## config.mk

```make
export PLATFORM = sky130hd
export DESIGN_NAME = adder_arbiter_flat
export DESIGN_NICKNAME = d
export VERILOG_FILES = /design/src/rtl/adder_arbiter_if.sv /design/src/rtl/adder_arbiter.sv /design/src/flat_wrapper.sv
export SDC_FILE = /design/constraint.sdc
export NUM_CORES = 1
export LEC_CHECK = 0
export BUFFER_PORTS_ARGS = -buffer_cell sky130_fd_sc_hd__buf_2
export CAP_MARGIN = 20
export CORE_MARGIN = 5
export CORE_UTILIZATION = 50
export DETAILED_ROUTE_END_ITERATION = 6
export PLACE_DENSITY_LB_ADDON = 0.15
export SLEW_MARGIN = 20
export SYNTH_ARGS = -nofsm -noshare
export SYNTH_HDL_FRONTEND = slang
export SYNTH_SLANG_ARGS = --single-unit
```

## constraint.sdc

```tcl
create_clock -name clk -period 3.9 [get_ports clk]
set_clock_uncertainty 0.1 [all_clocks]
set_input_delay 0.195 -clock clk [delete_from_list [all_inputs] [get_ports clk]]
set_output_delay 0.195 -clock clk [all_outputs]
set_load 0.01 [all_outputs]
```

## src/rtl/adder_arbiter_if.sv

```systemverilog
// Request/response bundle for adder_arbiter: two operand requesters and one result consumer.
interface adder_arbiter_if;
  logic       req0_valid;
  logic [5:0] req0_a;
  logic [5:0] req0_b;
  logic       req0_cin;
  logic       req0_ready;
  logic       req1_valid;
  logic [5:0] req1_a;
  logic [5:0] req1_b;
  logic       req1_cin;
  logic       req1_ready;
  logic       resp_valid;
  logic       resp_id;
  logic [5:0] resp_sum;
  logic       resp_carry;
  logic       resp_ready;

  modport master (
    output req0_valid, req0_a, req0_b, req0_cin,
    output req1_valid, req1_a, req1_b, req1_cin,
    output resp_ready,
    input  req0_ready, req1_ready,
    input  resp_valid, resp_id, resp_sum, resp_carry
  );

  modport slave (
    input  req0_valid, req0_a, req0_b, req0_cin,
    input  req1_valid, req1_a, req1_b, req1_cin,
    input  resp_ready,
    output req0_ready, req1_ready,
    output resp_valid, resp_id, resp_sum, resp_carry
  );
endinterface

```

## src/rtl/adder_arbiter.sv

```systemverilog
// Two-requester round-robin front end sharing one 6-bit ripple-carry adder.
// state | meaning
// IDLE  | arbitrating, granted requester sees ready
// LOAD  | registered operands drive the adder
// DONE  | result held on resp_* until consumer accepts

module ripple_ca_adder (
  input  logic [5:0] a_i,
  input  logic [5:0] b_i,
  input  logic       cin_i,
  output logic [5:0] sum_o,
  output logic       cout_o
);
  logic carry;

  always_comb begin
    carry = cin_i;
    sum_o = '0;
    for (int i = 0; i < 6; i++) begin
      sum_o[i] = a_i[i] ^ b_i[i] ^ carry;
      carry    = (a_i[i] & b_i[i]) | (carry & (a_i[i] ^ b_i[i]));
    end
    cout_o = carry;
  end
endmodule

module adder_arbiter (
  input  logic            clk,
  input  logic            rst,
  adder_arbiter_if.slave  arb
);
  localparam logic [1:0] IDLE = 2'd0;
  localparam logic [1:0] LOAD = 2'd1;
  localparam logic [1:0] DONE = 2'd2;

  logic [1:0] state_q, state_d;
  logic       last_grant_q, last_grant_d;
  logic [5:0] a_q, a_d, b_q, b_d;
  logic       cin_q, cin_d, id_q, id_d;
  logic [5:0] sum_q, sum_d;
  logic       carry_q, carry_d, rid_q, rid_d;

  logic       grant;
  logic       idle_ok;
  logic       hs0, hs1;
  logic [5:0] add_sum;
  logic       add_cout;

  ripple_ca_adder u_adder (
    .a_i    (a_q),
    .b_i    (b_q),
    .cin_i  (cin_q),
    .sum_o  (add_sum),
    .cout_o (add_cout)
  );

  // On contention the requester that did not win last time is granted.
  always_comb begin
    grant = 1'b0;
    if (arb.req0_valid && arb.req1_valid) grant = ~last_grant_q;
    else if (arb.req1_valid)              grant = 1'b1;
  end

  assign idle_ok        = (state_q == IDLE) && !rst;
  assign arb.req0_ready = idle_ok && arb.req0_valid && !grant;
  assign arb.req1_ready = idle_ok && arb.req1_valid && grant;
  assign hs0            = arb.req0_valid && arb.req0_ready;
  assign hs1            = arb.req1_valid && arb.req1_ready;

  always_comb begin
    state_d      = state_q;
    last_grant_d = last_grant_q;
    a_d          = a_q;
    b_d          = b_q;
    cin_d        = cin_q;
    id_d         = id_q;
    sum_d        = sum_q;
    carry_d      = carry_q;
    rid_d        = rid_q;
    case (state_q)
      IDLE: begin
        if (hs0) begin
          a_d = arb.req0_a; b_d = arb.req0_b; cin_d = arb.req0_cin;
          id_d = 1'b0; last_grant_d = 1'b0; state_d = LOAD;
        end else if (hs1) begin
          a_d = arb.req1_a; b_d = arb.req1_b; cin_d = arb.req1_cin;
          id_d = 1'b1; last_grant_d = 1'b1; state_d = LOAD;
        end
      end
      LOAD: begin
        sum_d   = add_sum;
        carry_d = add_cout;
        rid_d   = id_q;
        state_d = DONE;
      end
      DONE: begin
        if (arb.resp_ready) state_d = IDLE;
      end
      default: state_d = IDLE;
    endcase
  end

  always_ff @(posedge clk) begin
    if (rst) begin
      state_q      <= IDLE;
      last_grant_q <= 1'b1;
      a_q          <= '0;
      b_q          <= '0;
      cin_q        <= 1'b0;
      id_q         <= 1'b0;
      sum_q        <= '0;
      carry_q      <= 1'b0;
      rid_q        <= 1'b0;
    end else begin
      state_q      <= state_d;
      last_grant_q <= last_grant_d;
      a_q          <= a_d;
      b_q          <= b_d;
      cin_q        <= cin_d;
      id_q         <= id_d;
      sum_q        <= sum_d;
      carry_q      <= carry_d;
      rid_q        <= rid_d;
    end
  end

  assign arb.resp_valid = (state_q == DONE);
  assign arb.resp_id    = rid_q;
  assign arb.resp_sum   = sum_q;
  assign arb.resp_carry = carry_q;
endmodule

```

## src/flat_wrapper.sv

```systemverilog
// flat-port wrapper written by rule: the top's interface ports become plain ports
module adder_arbiter_flat 
  (clk, rst, arb_req0_valid, arb_req0_a, arb_req0_b, arb_req0_cin, arb_req1_valid, arb_req1_a, arb_req1_b, arb_req1_cin, arb_resp_ready, arb_req0_ready, arb_req1_ready, arb_resp_valid, arb_resp_id, arb_resp_sum, arb_resp_carry);
  adder_arbiter_if arb_i ();
  input  logic clk;
  input  logic rst;
  input wire logic [$bits(arb_i.req0_valid)-1:0] arb_req0_valid;
  input wire logic [$bits(arb_i.req0_a)-1:0] arb_req0_a;
  input wire logic [$bits(arb_i.req0_b)-1:0] arb_req0_b;
  input wire logic [$bits(arb_i.req0_cin)-1:0] arb_req0_cin;
  input wire logic [$bits(arb_i.req1_valid)-1:0] arb_req1_valid;
  input wire logic [$bits(arb_i.req1_a)-1:0] arb_req1_a;
  input wire logic [$bits(arb_i.req1_b)-1:0] arb_req1_b;
  input wire logic [$bits(arb_i.req1_cin)-1:0] arb_req1_cin;
  input wire logic [$bits(arb_i.resp_ready)-1:0] arb_resp_ready;
  output wire logic [$bits(arb_i.req0_ready)-1:0] arb_req0_ready;
  output wire logic [$bits(arb_i.req1_ready)-1:0] arb_req1_ready;
  output wire logic [$bits(arb_i.resp_valid)-1:0] arb_resp_valid;
  output wire logic [$bits(arb_i.resp_id)-1:0] arb_resp_id;
  output wire logic [$bits(arb_i.resp_sum)-1:0] arb_resp_sum;
  output wire logic [$bits(arb_i.resp_carry)-1:0] arb_resp_carry;
  assign arb_i.req0_valid = arb_req0_valid;
  assign arb_i.req0_a = arb_req0_a;
  assign arb_i.req0_b = arb_req0_b;
  assign arb_i.req0_cin = arb_req0_cin;
  assign arb_i.req1_valid = arb_req1_valid;
  assign arb_i.req1_a = arb_req1_a;
  assign arb_i.req1_b = arb_req1_b;
  assign arb_i.req1_cin = arb_req1_cin;
  assign arb_i.resp_ready = arb_resp_ready;
  assign arb_req0_ready = arb_i.req0_ready;
  assign arb_req1_ready = arb_i.req1_ready;
  assign arb_resp_valid = arb_i.resp_valid;
  assign arb_resp_id = arb_i.resp_id;
  assign arb_resp_sum = arb_i.resp_sum;
  assign arb_resp_carry = arb_i.resp_carry;
  adder_arbiter u_core (.clk(clk), .rst(rst), .arb(arb_i));
endmodule
```

=== Yosys cells after proc, flatten, opt, wreduce, memory -nomap -nowiden ===
Index checks and enable logic that the tools add are counted.

* Flip-flop bits (word level): 25
* Input port bits: 31
* Word-level logic and storage cells: 72

* Eq/ne operators: 4
* Muxes and demuxes: 14
* Bitwise logic cells: 31
* Reductions and logical operators: 14

{| class="wikitable"
|+ Operators with widths
! cell !! count
|-
| $mux W6 || 4
|-
| $and A1 B1 Y1 || 12
|-
| $xor A1 B1 Y1 || 12
|-
| $logic_and A1 B1 Y1 || 8
|-
| $mux W1 || 6
|-
| $mux W2 || 3
|-
| $or A1 B1 Y1 || 6
|-
| $pmux W2 S3 || 1
|-
| $reduce_and A2 Y1 || 2
|-
| $ne A3 B1 Y1 const B || 1
|-
| $eq A2 B1 Y1 const B || 1
|-
| $eq A2 B2 Y1 const B || 1
|-
| $logic_not A1 Y1 || 2
|-
| $logic_not A2 Y1 || 1
|-
| $ne A2 B2 Y1 const B || 1
|-
| $reduce_bool A2 Y1 || 1
|-
| $not A1 Y1 || 1
|}

=== Longest topological paths before layout ===
Gate-level depths: netlist of run 1.

* Depth after elaboration: 13
* Depth in mapped cells: 10
* Gate-level depth less buffers: 10

=== Hierarchy ===
From an unflattened synthesis of run 1, not the netlist that was laid out.

* Cell total of the unflattened synthesis: 119
* Area total of the unflattened synthesis: 1168.6 µm²

{| class="wikitable"
|+ Modules (own cells, without submodules)
! module !! instances !! cells each !! area an instance (µm²) !! seq. area each (µm²)
|-
| adder_arbiter || 1 || 103 || 1011.0 || 500.5
|-
| ripple_ca_adder || 1 || 16 || 157.7 || 0.0
|}

=== Least setup slack after synthesis of run 1 ===
No wires, ideal clock.

* Kind: reg-to-reg
* Start point: register u_core.cin_q
* End point: register u_core.sum_q[5], in the netlist u_core.arb.resp_sum[5]
* Arrival time: 2.702 ns
* Data required time: 3.714 ns
* Path slack: 1.013 ns
* Stages on the path, launching flop included: 11
* Path buffers: 0
* Period minus slack after synthesis: 2.887 ns
* Cell sequence: dfxtp_1 fa_1 inv_1 fa_1 inv_1 fa_1 fa_1 fa_1 inv_1 fa_1 a211oi_1

* Longest elaborated chain between the ends: 11

{| class="wikitable"
|+ Ends and longest elaborated chain
! element !! RTL line !! RTL
|-
| from (decl) || adder_arbiter.sv:39 || <nowiki>logic cin_q, cin_d, id_q, id_d;</nowiki>
|-
| from (signal assigned) || adder_arbiter.sv:119 || <nowiki>cin_q <= cin_d;</nowiki>
|-
| $and A1 B1 Y1 || adder_arbiter.sv:21 || <nowiki>carry = (a_i[i] & b_i[i]) | (carry & (a_i[i] ^ b_i[i]));</nowiki>
|-
| $or A1 B1 Y1 || adder_arbiter.sv:21 ||
|-
| $and A1 B1 Y1 || adder_arbiter.sv:21 ||
|-
| $or A1 B1 Y1 || adder_arbiter.sv:21 ||
|-
| $and A1 B1 Y1 || adder_arbiter.sv:21 ||
|-
| $or A1 B1 Y1 || adder_arbiter.sv:21 ||
|-
| $and A1 B1 Y1 || adder_arbiter.sv:21 ||
|-
| $or A1 B1 Y1 || adder_arbiter.sv:21 ||
|-
| $and A1 B1 Y1 || adder_arbiter.sv:21 ||
|-
| $or A1 B1 Y1 || adder_arbiter.sv:21 ||
|-
| $xor A1 B1 Y1 || adder_arbiter.sv:20 || <nowiki>sum_o[i] = a_i[i] ^ b_i[i] ^ carry;</nowiki>
|-
| to (signal assigned) || adder_arbiter.sv:121 || <nowiki>sum_q <= sum_d;</nowiki>
|-
| to (decl) || adder_arbiter.sv:40 || <nowiki>logic [5:0] sum_q, sum_d;</nowiki>
|}

Every way passes these cells.
A chain may end at the register's enable or synchronous reset.

=== Worst setup path in the final report of run 1 ===
Ends and elaborated chain as after synthesis.

==> results.txt, run 1 <==
After synthesis, the netlist uses 28 different library cells. Path type of the worst min-delay path: primary input to register. The vias per cell came out at 5.92.

TritonCTS built the clock tree. For the data arrival time at the worst-slack endpoint, the log shows 3160 ps. Clock latency on the worst-skew pair, taken at its later pin, is 310 ps. Category of the worst setup path capture point: a register. After clock tree synthesis, the clock-pin slew on the worst setup and hold paths is 130 ps. The number of buffers inserted by post-CTS setup repair is 0, and the highest ir drop seen on vdd is 0.212 mV. The number of global-route vias before repair was 1,268. The critical path start-end classification was register to register. Of all cell types, the one taking the most synthesized area is sky130_fd_sc_hd__dfxtp_1.

At the pin with the least slew margin, the transition time is 676 ps. Detailed routing inserted a total of 1,243 vias. The fraction of the core area covered by cells at the end of the flow was 57.7%; the maximum net fanout on the critical path was 2. After the first detailed-routing iteration, the DRC count stood at 39. Total power for the finished layout comes to 548 uW. The count of flip-flops with a built-in enable after synthesis is 0.

The mapped netlist covers 1390 um2. Summing all flip-flop and latch instances after layout gives 500 um2. Summing the areas of all compound-gate instances in the mapped netlist gives 27.9% of the synthesized area. The static leakage power came out at 0.000614 uW. By area the synthesized netlist is led by sky130_fd_sc_hd__dfxtp_1 36%, sky130_fd_sc_hd__fa_1 8.6%, sky130_fd_sc_hd__a311oi_1 8.2%. Setup repair after global routing left no endpoint under its margin.

Of the total synthesized cell area, the portion taken by full adders, half adders and majority gates is 8.63%. Number of endpoints with negative hold slack in the final report: 0. The share of total power dissipated in combinational logic is 25.6%. The number of H-tree branching levels is 1. The critical path starts at u_core.cin_q. Of the total synthesized cell area, the portion taken by AND, OR, NAND and NOR gates is 17.7%.

In this run the remaining antenna-violating nets after routing total 0. The multi-input combinational cells in the finished layout cover a total of 754 um2. Count of final setup violators: 0. The number of antenna violations at the first check in global routing came out at 0. For this run, the post-layout net count is 217.

Counting the buffers created by CTS gives 3. The placement row count was 19; the setup total negative slack was 0 ps. The tools report the total I/O pin count as 42.

Power spent charging and discharging nets: 173 uW. The clock group share of total power is 20.1%. The worst setup path is launched from a register. The endpoint identified for the worst register-to-register timing path is u_core.arb.resp_sum[5]. The tools report the total of hold buffers inserted after clock tree synthesis as 0. The congestion estimate from routability-driven global placement came to 0.802. The post-route netlist has 31.3% of its cells at a drive strength greater than 1. The tools report the worst reg2reg path startpoint as u_core.cin_q.

The worst pin sits at a relative slew slack of 54.9%. Summing the areas of all xor and xnor instances in the mapped netlist gives 0% of the synthesized area. Sequential cells account for 54.4% of the total power. The number of gates resized after cts was 0; the antenna diode count was 0. Layout overhead on the synthesized area: 12.4%.

The area of the core is 2710 um2, and the final-report max-slew violation count is 0. The async set-reset flop share out of synthesis is 0%. Across the run, the number of max-cap violations was 0.

The first global-routing pass estimated 5.52 mm of wire. Of the available clock period, the critical path in the final layout requires 77.6%. After global routing the overflow that remains totals 0. For this configuration, the core starts out at a cell density of 51.3%.

Synthesis produced 150 cells. Counting every sink on the clock net gives 25. Among all flip-flop cells after synthesis, the most frequent one is sky130_fd_sc_hd__dfxtp_1. The die span in x came out at 62.8 um. Counting every net in the synthesized netlist gives 187. The multiplexer fraction of the synthesized cell area was 0%. Global router's overall resource usage: 16.6%. In this run the power density over the cells is 351 nW/um2. For the internal power, the log shows 376 uW.

For the half-perimeter wire length of the detailed placement result, the log shows 2.39 mm. Synthesis inferred 25 register bits. The die is 62.8 um tall. The top cell types in the final layout, fill and taps aside, are 41 x sky130_fd_sc_hd__buf_2, 25 x sky130_fd_sc_hd__dfxtp_1, 20 x sky130_fd_sc_hd__a21oi_1.

The top cell type by area accounts for 36.0% of the synthesized area. For this run, the detailed router's first-pass iteration total came to 4. The worst path needs 3030 ps of the cycle, external delays included. Dividing the detail-routed wire length by the instance count gives 15.0 um. The floorplan step defined a die boundary enclosing 3940 um2.

Most common library cell in the layout ignoring fill and taps: sky130_fd_sc_hd__buf_2. The critical path ends at u_core.arb.resp_sum[5]. The filler cells instantiated in the layout total 273.

Number of synthesis warnings: 0. Counting along the longest clock path gives a buffer depth of 2. Main combinational cell family by area after synthesis: compound AO/OA/AOI/OAI gates. The aggregate routed wire length came out at 3.14 mm. The cell sitting at the root of the clock tree is a sky130_fd_sc_hd__clkbuf_4. Of the total power, the share spent switching nets is 31.5%.

The total of buffers placed on input and output ports is 41. The run finished with clean final reports. The portion of the post-synthesis area used by sequential elements is 36.0%, and the maximum number of pins on one net before global-route repair is 28.

The DRC violation count after routing is 0. Static timing analysis puts the maximum clock frequency at 331 MHz. The required arrival time at the worst endpoint is 4030 ps. The final worst hold slack is 41.2 ps. The tools report the worst reg-to-reg setup slack as 870 ps.

The cell depth of the worst flop-to-flop path came out at 10. The synthesized area per cell came out at 9.28 um2.
cells in the mapped netlist, types with 2 or more instances:
master                     count
sky130_fd_sc_hd__nand4_1      13
sky130_fd_sc_hd__nor2b_1       2
sky130_fd_sc_hd__dfxtp_1      25
sky130_fd_sc_hd__inv_1         8
sky130_fd_sc_hd__nand2b_1      3
sky130_fd_sc_hd__buf_6         3
sky130_fd_sc_hd__a21oi_1      20
sky130_fd_sc_hd__nand2_1      12
sky130_fd_sc_hd__fa_1          6
sky130_fd_sc_hd__o31ai_2       9
sky130_fd_sc_hd__o31ai_1       4
sky130_fd_sc_hd__clkbuf_1      6
sky130_fd_sc_hd__nor2_1        5
sky130_fd_sc_hd__a211oi_1      3
sky130_fd_sc_hd__a311oi_1     13
sky130_fd_sc_hd__buf_2         6
per-layer routing:
metal,track usage [%],vias to the layer above,share of wire (%)
met5,0,-,0
met3,3.42,2,7.4
met4,5.57,0,0.89
met2,28.8,52,48
li1,-,614,-
met1,20.2,575,44
sequential cells by signal, indices dropped and copies added, names as in the netlist:
signal                 flops
u_core.state_q             2
u_core.arb.resp_carry      1
u_core.a_q                 6
u_core.arb.resp_sum        6
u_core.last_grant_q        1
u_core.id_q                1
u_core.arb.resp_id         1
u_core.b_q                 6
u_core.cin_q               1
power groups by stage:
stage / combinational (uW) / clock [uW] / sequential (uW)
after floorplan: 108 / 0 / 302
after global placement: 138 / 0 / 303
after detailed placement: 141 / 0 / 304
after CTS: 141 / 116 / 299
after global routing: 160 / 129 / 302
final: 140 / 110 / 298
cell families after synthesis:
logic type,count (synthesis)
AO/OA/AOI/OAI,50
AND/OR/NAND/NOR,44
buffers and inverters,25
flip-flops,25
adder cells (fa/ha/maj),6
critical path, stage by stage, from the launching register on:
cell and delay [ps]:
sky130_fd_sc_hd__dfxtp_1 360, sky130_fd_sc_hd__fa_1 420, sky130_fd_sc_hd__inv_1 70, sky130_fd_sc_hd__fa_1 160
sky130_fd_sc_hd__inv_1 50, sky130_fd_sc_hd__fa_1 380, sky130_fd_sc_hd__fa_1 390, sky130_fd_sc_hd__fa_1 360
sky130_fd_sc_hd__inv_1 70, sky130_fd_sc_hd__fa_1 400, sky130_fd_sc_hd__a211oi_1 190
metrics by stage:
| stage | cell area, um2 | instances | setup slack [ps] |
|---|---|---|---|
| floorplan | 1390 | 150 | 1010 |
| global placement | 1540 | 206 | 936 |
| detailed placement | 1540 | 206 | 861 |
| CTS | 1560 | 210 | 844 |
| global route | 1560 | 210 | 714 |
| finish | 1560 | 210 | 874 |
layout make-up:
type | instances | share of cell area [%]
inverter | 8 | 1.92
multi-input combinational | 100 | 48.2
clock inverter | 1 | 0.320
timing repair buffer | 42 | 13.6
tap | 31 | 2.48
sequential | 25 | 32.0
clock buffer | 3 | 1.44
how the worst min path moves through the flow:
stage                       start                 end  depth (start not counted)
3_5_place_dp   u_core.arb.resp_id  u_core.arb.resp_id                          2
6_report            arb_req1_b[2]       u_core.b_q[2]                          3
5_1_grt             arb_req1_b[2]       u_core.b_q[2]                          3
3_3_place_gp   u_core.arb.resp_id  u_core.arb.resp_id                          2
4_1_cts             arb_req1_a[5]       u_core.a_q[5]                          3
2_1_floorplan       arb_req1_b[4]       u_core.b_q[4]                          2
Note: power is estimated with default switching activity, not from simulation.
==> run 2: changes to the inputs <==
--- a/config.mk
+++ b/config.mk
@@ -8,7 +8,7 @@
 export BUFFER_PORTS_ARGS = -buffer_cell sky130_fd_sc_hd__buf_2
 export CAP_MARGIN = 20
 export CORE_MARGIN = 5
-export CORE_UTILIZATION = 50
+export CORE_UTILIZATION = 46
 export DETAILED_ROUTE_END_ITERATION = 6
 export PLACE_DENSITY_LB_ADDON = 0.15
 export SLEW_MARGIN = 20
==> constraint.sdc (replaced) <==
create_clock -name clk -period 2.6 [get_ports clk]
set_clock_uncertainty 0.1 [all_clocks]
set_input_delay 0.13 -clock clk [delete_from_list [all_inputs] [get_ports clk]]
set_output_delay 0.13 -clock clk [all_outputs]
set_load 0.01 [all_outputs]
==> run 2 against run 1 <==
  * The run now ends with negative hold slack, negative setup slack left
  * Non-clock buffer count rose by 23
  * Power rose by 58%
  * Routed wire length rose by 0.57%
  * Sequential power rose by 51%
  * Highest routed layer unchanged
  * Flip-flop and latch count did not move
  * Via count rose by 4.0%
  * Core utilization rose by 3.1 points
==> results.txt, run 2 (synthesis results as in run 1) <==
The flow ran to the end, but the final reports show violations. The final reports fail on negative hold slack, negative setup slack. Kind of cell adding the most delay to the critical path: adder cells. The global router's overall resource usage was 15.3% (-1.2 points); the final-report max-slew violation count was 0 (unchanged).

The number of fillers in the final layout was 251 (-8.1%). The run gives 46 (+18%) as the violation count after the first detailed-route iteration. The most numerous cell type found on the critical path is sky130_fd_sc_hd__fa_2. The share of cells above drive strength 1 was 32.7% (+1.4 points); the maximum number of pins on one net before global-route repair was 28 (unchanged). The die span in x is 65.0 um (+3.6%). For the count of final setup violators, the log shows 1 (+1).

The top cell types in the final layout, fill and taps aside, are 41 x sky130_fd_sc_hd__buf_2, 24 x sky130_fd_sc_hd__dfxtp_1, 22 x sky130_fd_sc_hd__dlygate4sd3_1. The power per standard cell area is 478 nW/um2 (+36%). The aggregate routed wire length was 3.16 mm (+0.57%).

The maximum clock rate is 354 MHz (+7.0%), and the worst reg-to-reg setup slack is -230 ps (-1100 ps). The wire length of the first global-routing pass is 5.27 mm (-4.5%), and the TritonCTS sink count is 25 (unchanged). For the placement row count, the log shows 20 (+1). The number of maximum-capacitance constraint violations was 0 (unchanged).

The maximum net fanout on the critical path was 2 (unchanged). The number of H-tree branching levels was 1 (unchanged). The tools report the half-perimeter wire length of the detailed placement result as 2.37 mm (-1.1%).

The total I/O pin count came out at 42 (unchanged). The layout overhead on the synthesized area was 30.2%. The clock-pin slew of the registers on the worst-case setup and hold paths was 130 ps (about the same); the post-route worst setup slack was -227 ps (-1100 ps). Number of nets at the end of the flow: 240 (+11%). Traced cell by cell, the critical path runs through fa_2 > inv_2 > fa_2 > inv_2 > fa_2 > fa_2 > fa_2 > inv_2 > fa_1 > a211oi_2.

The antenna diode count was 0 (unchanged). Type of element launching the critical path: a register. The detail-routed net length per standard cell was 13.5 um (-10%). The portion of the clock cycle consumed by the worst path in the final layout works out to 109% (+31 points). The slew at the pin with the worst max-slew slack came out at 681 ps (+5.50 ps).

The run gives 0 (unchanged) as the residual overflow from global routing. The master of the slowest instance on the critical path was sky130_fd_sc_hd__fa_1. Number of global-route vias before repair: 1,265 (-0.24%). The highest ir drop seen on vdd is 0.206 mV (-3.0%). Setup repair after global routing could not meet its margin everywhere. The tools report the category of the worst setup path capture point as a register. The maximum buffer depth of the clock tree was 2 (unchanged); the area of the core was 2980 um2 (+9.9%). The largest incremental delay on the critical path is 410 ps (about the same). Most common library cell in the layout ignoring fill and taps: sky130_fd_sc_hd__buf_2.

The count of buffering cells on the critical path with inverters included was 3 (unchanged); the total CTS buffers was 3 (unchanged). Clock insertion delay at the later pin of the skew report: 310 ps (about the same). The final weighted congestion in routability-driven placement came out at 0.741 (-7.6%). The required arrival time at the worst endpoint came out at 2750 ps (-1280 ps). For the combined area of the multi-input logic cells, the log shows 772 um2 (+2.3%). Sum of internal, switching and leakage power: 866 uW (+58%). The number of iterations in the first detailed-routing pass came out at 4 (unchanged). Total of buffers placed on input and output ports: 41 (unchanged). The number of antenna violations at the first check in global routing came out at 0 (unchanged). The pre-CTS setup slack was -294 ps (-1160 ps); the number of endpoints with negative hold slack in the final report was 1 (+1). The area of the die came out at 4220 um2 (+7.3%). In this run the worst hold path is classified as primary input to register. The run gives 2980 ps (-180 ps) as the data arrival time at the worst-slack endpoint. Critical path start-end classification: register to register. The tools report the DRC violation count after routing as 0 (unchanged). For the final worst hold slack, the log shows -3.99 ps (-45.2 ps).

The height of the die is 65.0 um (+3.6%). The tools report the register cell area after layout as 502 um2 (+0.25%). Count of nets left with antenna violations after detail routing: 0 (unchanged).

The shortest clock period the worst path allows after layout is 2830 ps (-198 ps), and the static leakage power is 0.000715 uW (+16%). The via total after detailed routing was 1,293 (+4.0%). The run gives 0 (unchanged) as the number of buffers inserted by post-CTS setup repair. TritonCTS built the clock tree. The effective utilization at floorplan was 46.7% (-4.6 points). The tree is rooted in a sky130_fd_sc_hd__clkbuf_4. The vias per cell is 5.50 (-7.0%), and the max-slew headroom at the worst pin is 54.5% (-0.46 points).
## run 2: cell count changes in the layout (fill, tap and decap cells not counted), sizes merged
cell | before | now
dlygate4sd3 | 0 | 22
buf | 42 | 43
clkbuf | 3 | 4
clkinv | 1 | 0
## run 2: timing repair
item	4_1_cts	5_1_grt
hold endpoints to repair	14	0
hold buffers	22	0
gates resized for setup	3	5
endpoints found under the setup margin	1	3
pin swaps	0	1
## run 2: routing by layer
metal	GRT usage, %	share of wire [%]
met5	0	0
met4	7.12	1.8
met3	1.21	4.9
met2	26.2	46
met1	19.5	47
## run 2: final timing paths
kind | startpoint | to | cells past startpoint
hold / removal | arb_req0_a[4] | u_core.a_q[4] | 3
hold reg to reg | u_core.arb.resp_sum[4] | u_core.arb.resp_sum[4] | 2
setup / recovery | u_core.cin_q | u_core.arb.resp_sum[5] | 10
setup reg to reg | u_core.cin_q | u_core.arb.resp_sum[5] | 10
## run 2: power by group
| part | switching (uW) | internal, uW | leakage [uW] |
|---|---|---|---|
| Clock | 110 | 60.0 | 0.0000150 |
| Sequential | 30.3 | 420 | 0.000206 |
| Combinational | 129 | 118 | 0.000494 |
| Total | 269 | 597 | 0.000715 |
## run 2: through the flow
step | std cells | cell area (um2) | hold slack (ps) | util [%] | setup TNS [ps]
floorplan | 150 | 1400 | 185 | - | -204
global placement | 209 | 1550 | 297 | 52.1 | -276
detailed placement | 209 | 1550 | 307 | 52.1 | -294
CTS | 235 | 1800 | 0.231 | 60.5 | -277
global route | 235 | 1810 | 4.27 | 60.8 | -385
finish | 235 | 1810 | -3.99 | 60.8 | -227
## run 2: tightest hold or removal path, stage by stage
cell	delay, ps
sky130_fd_sc_hd__buf_2	100
sky130_fd_sc_hd__nand4_1	70
sky130_fd_sc_hd__a311oi_1	80
## run 2: area by class of cell
cell class | instances | area share, %
inverter | 8 | 1.66
timing repair buffer | 65 | 24.3
tap | 33 | 2.28
multi-input combinational | 100 | 42.6
sequential | 25 | 27.7
clock buffer | 4 | 1.45
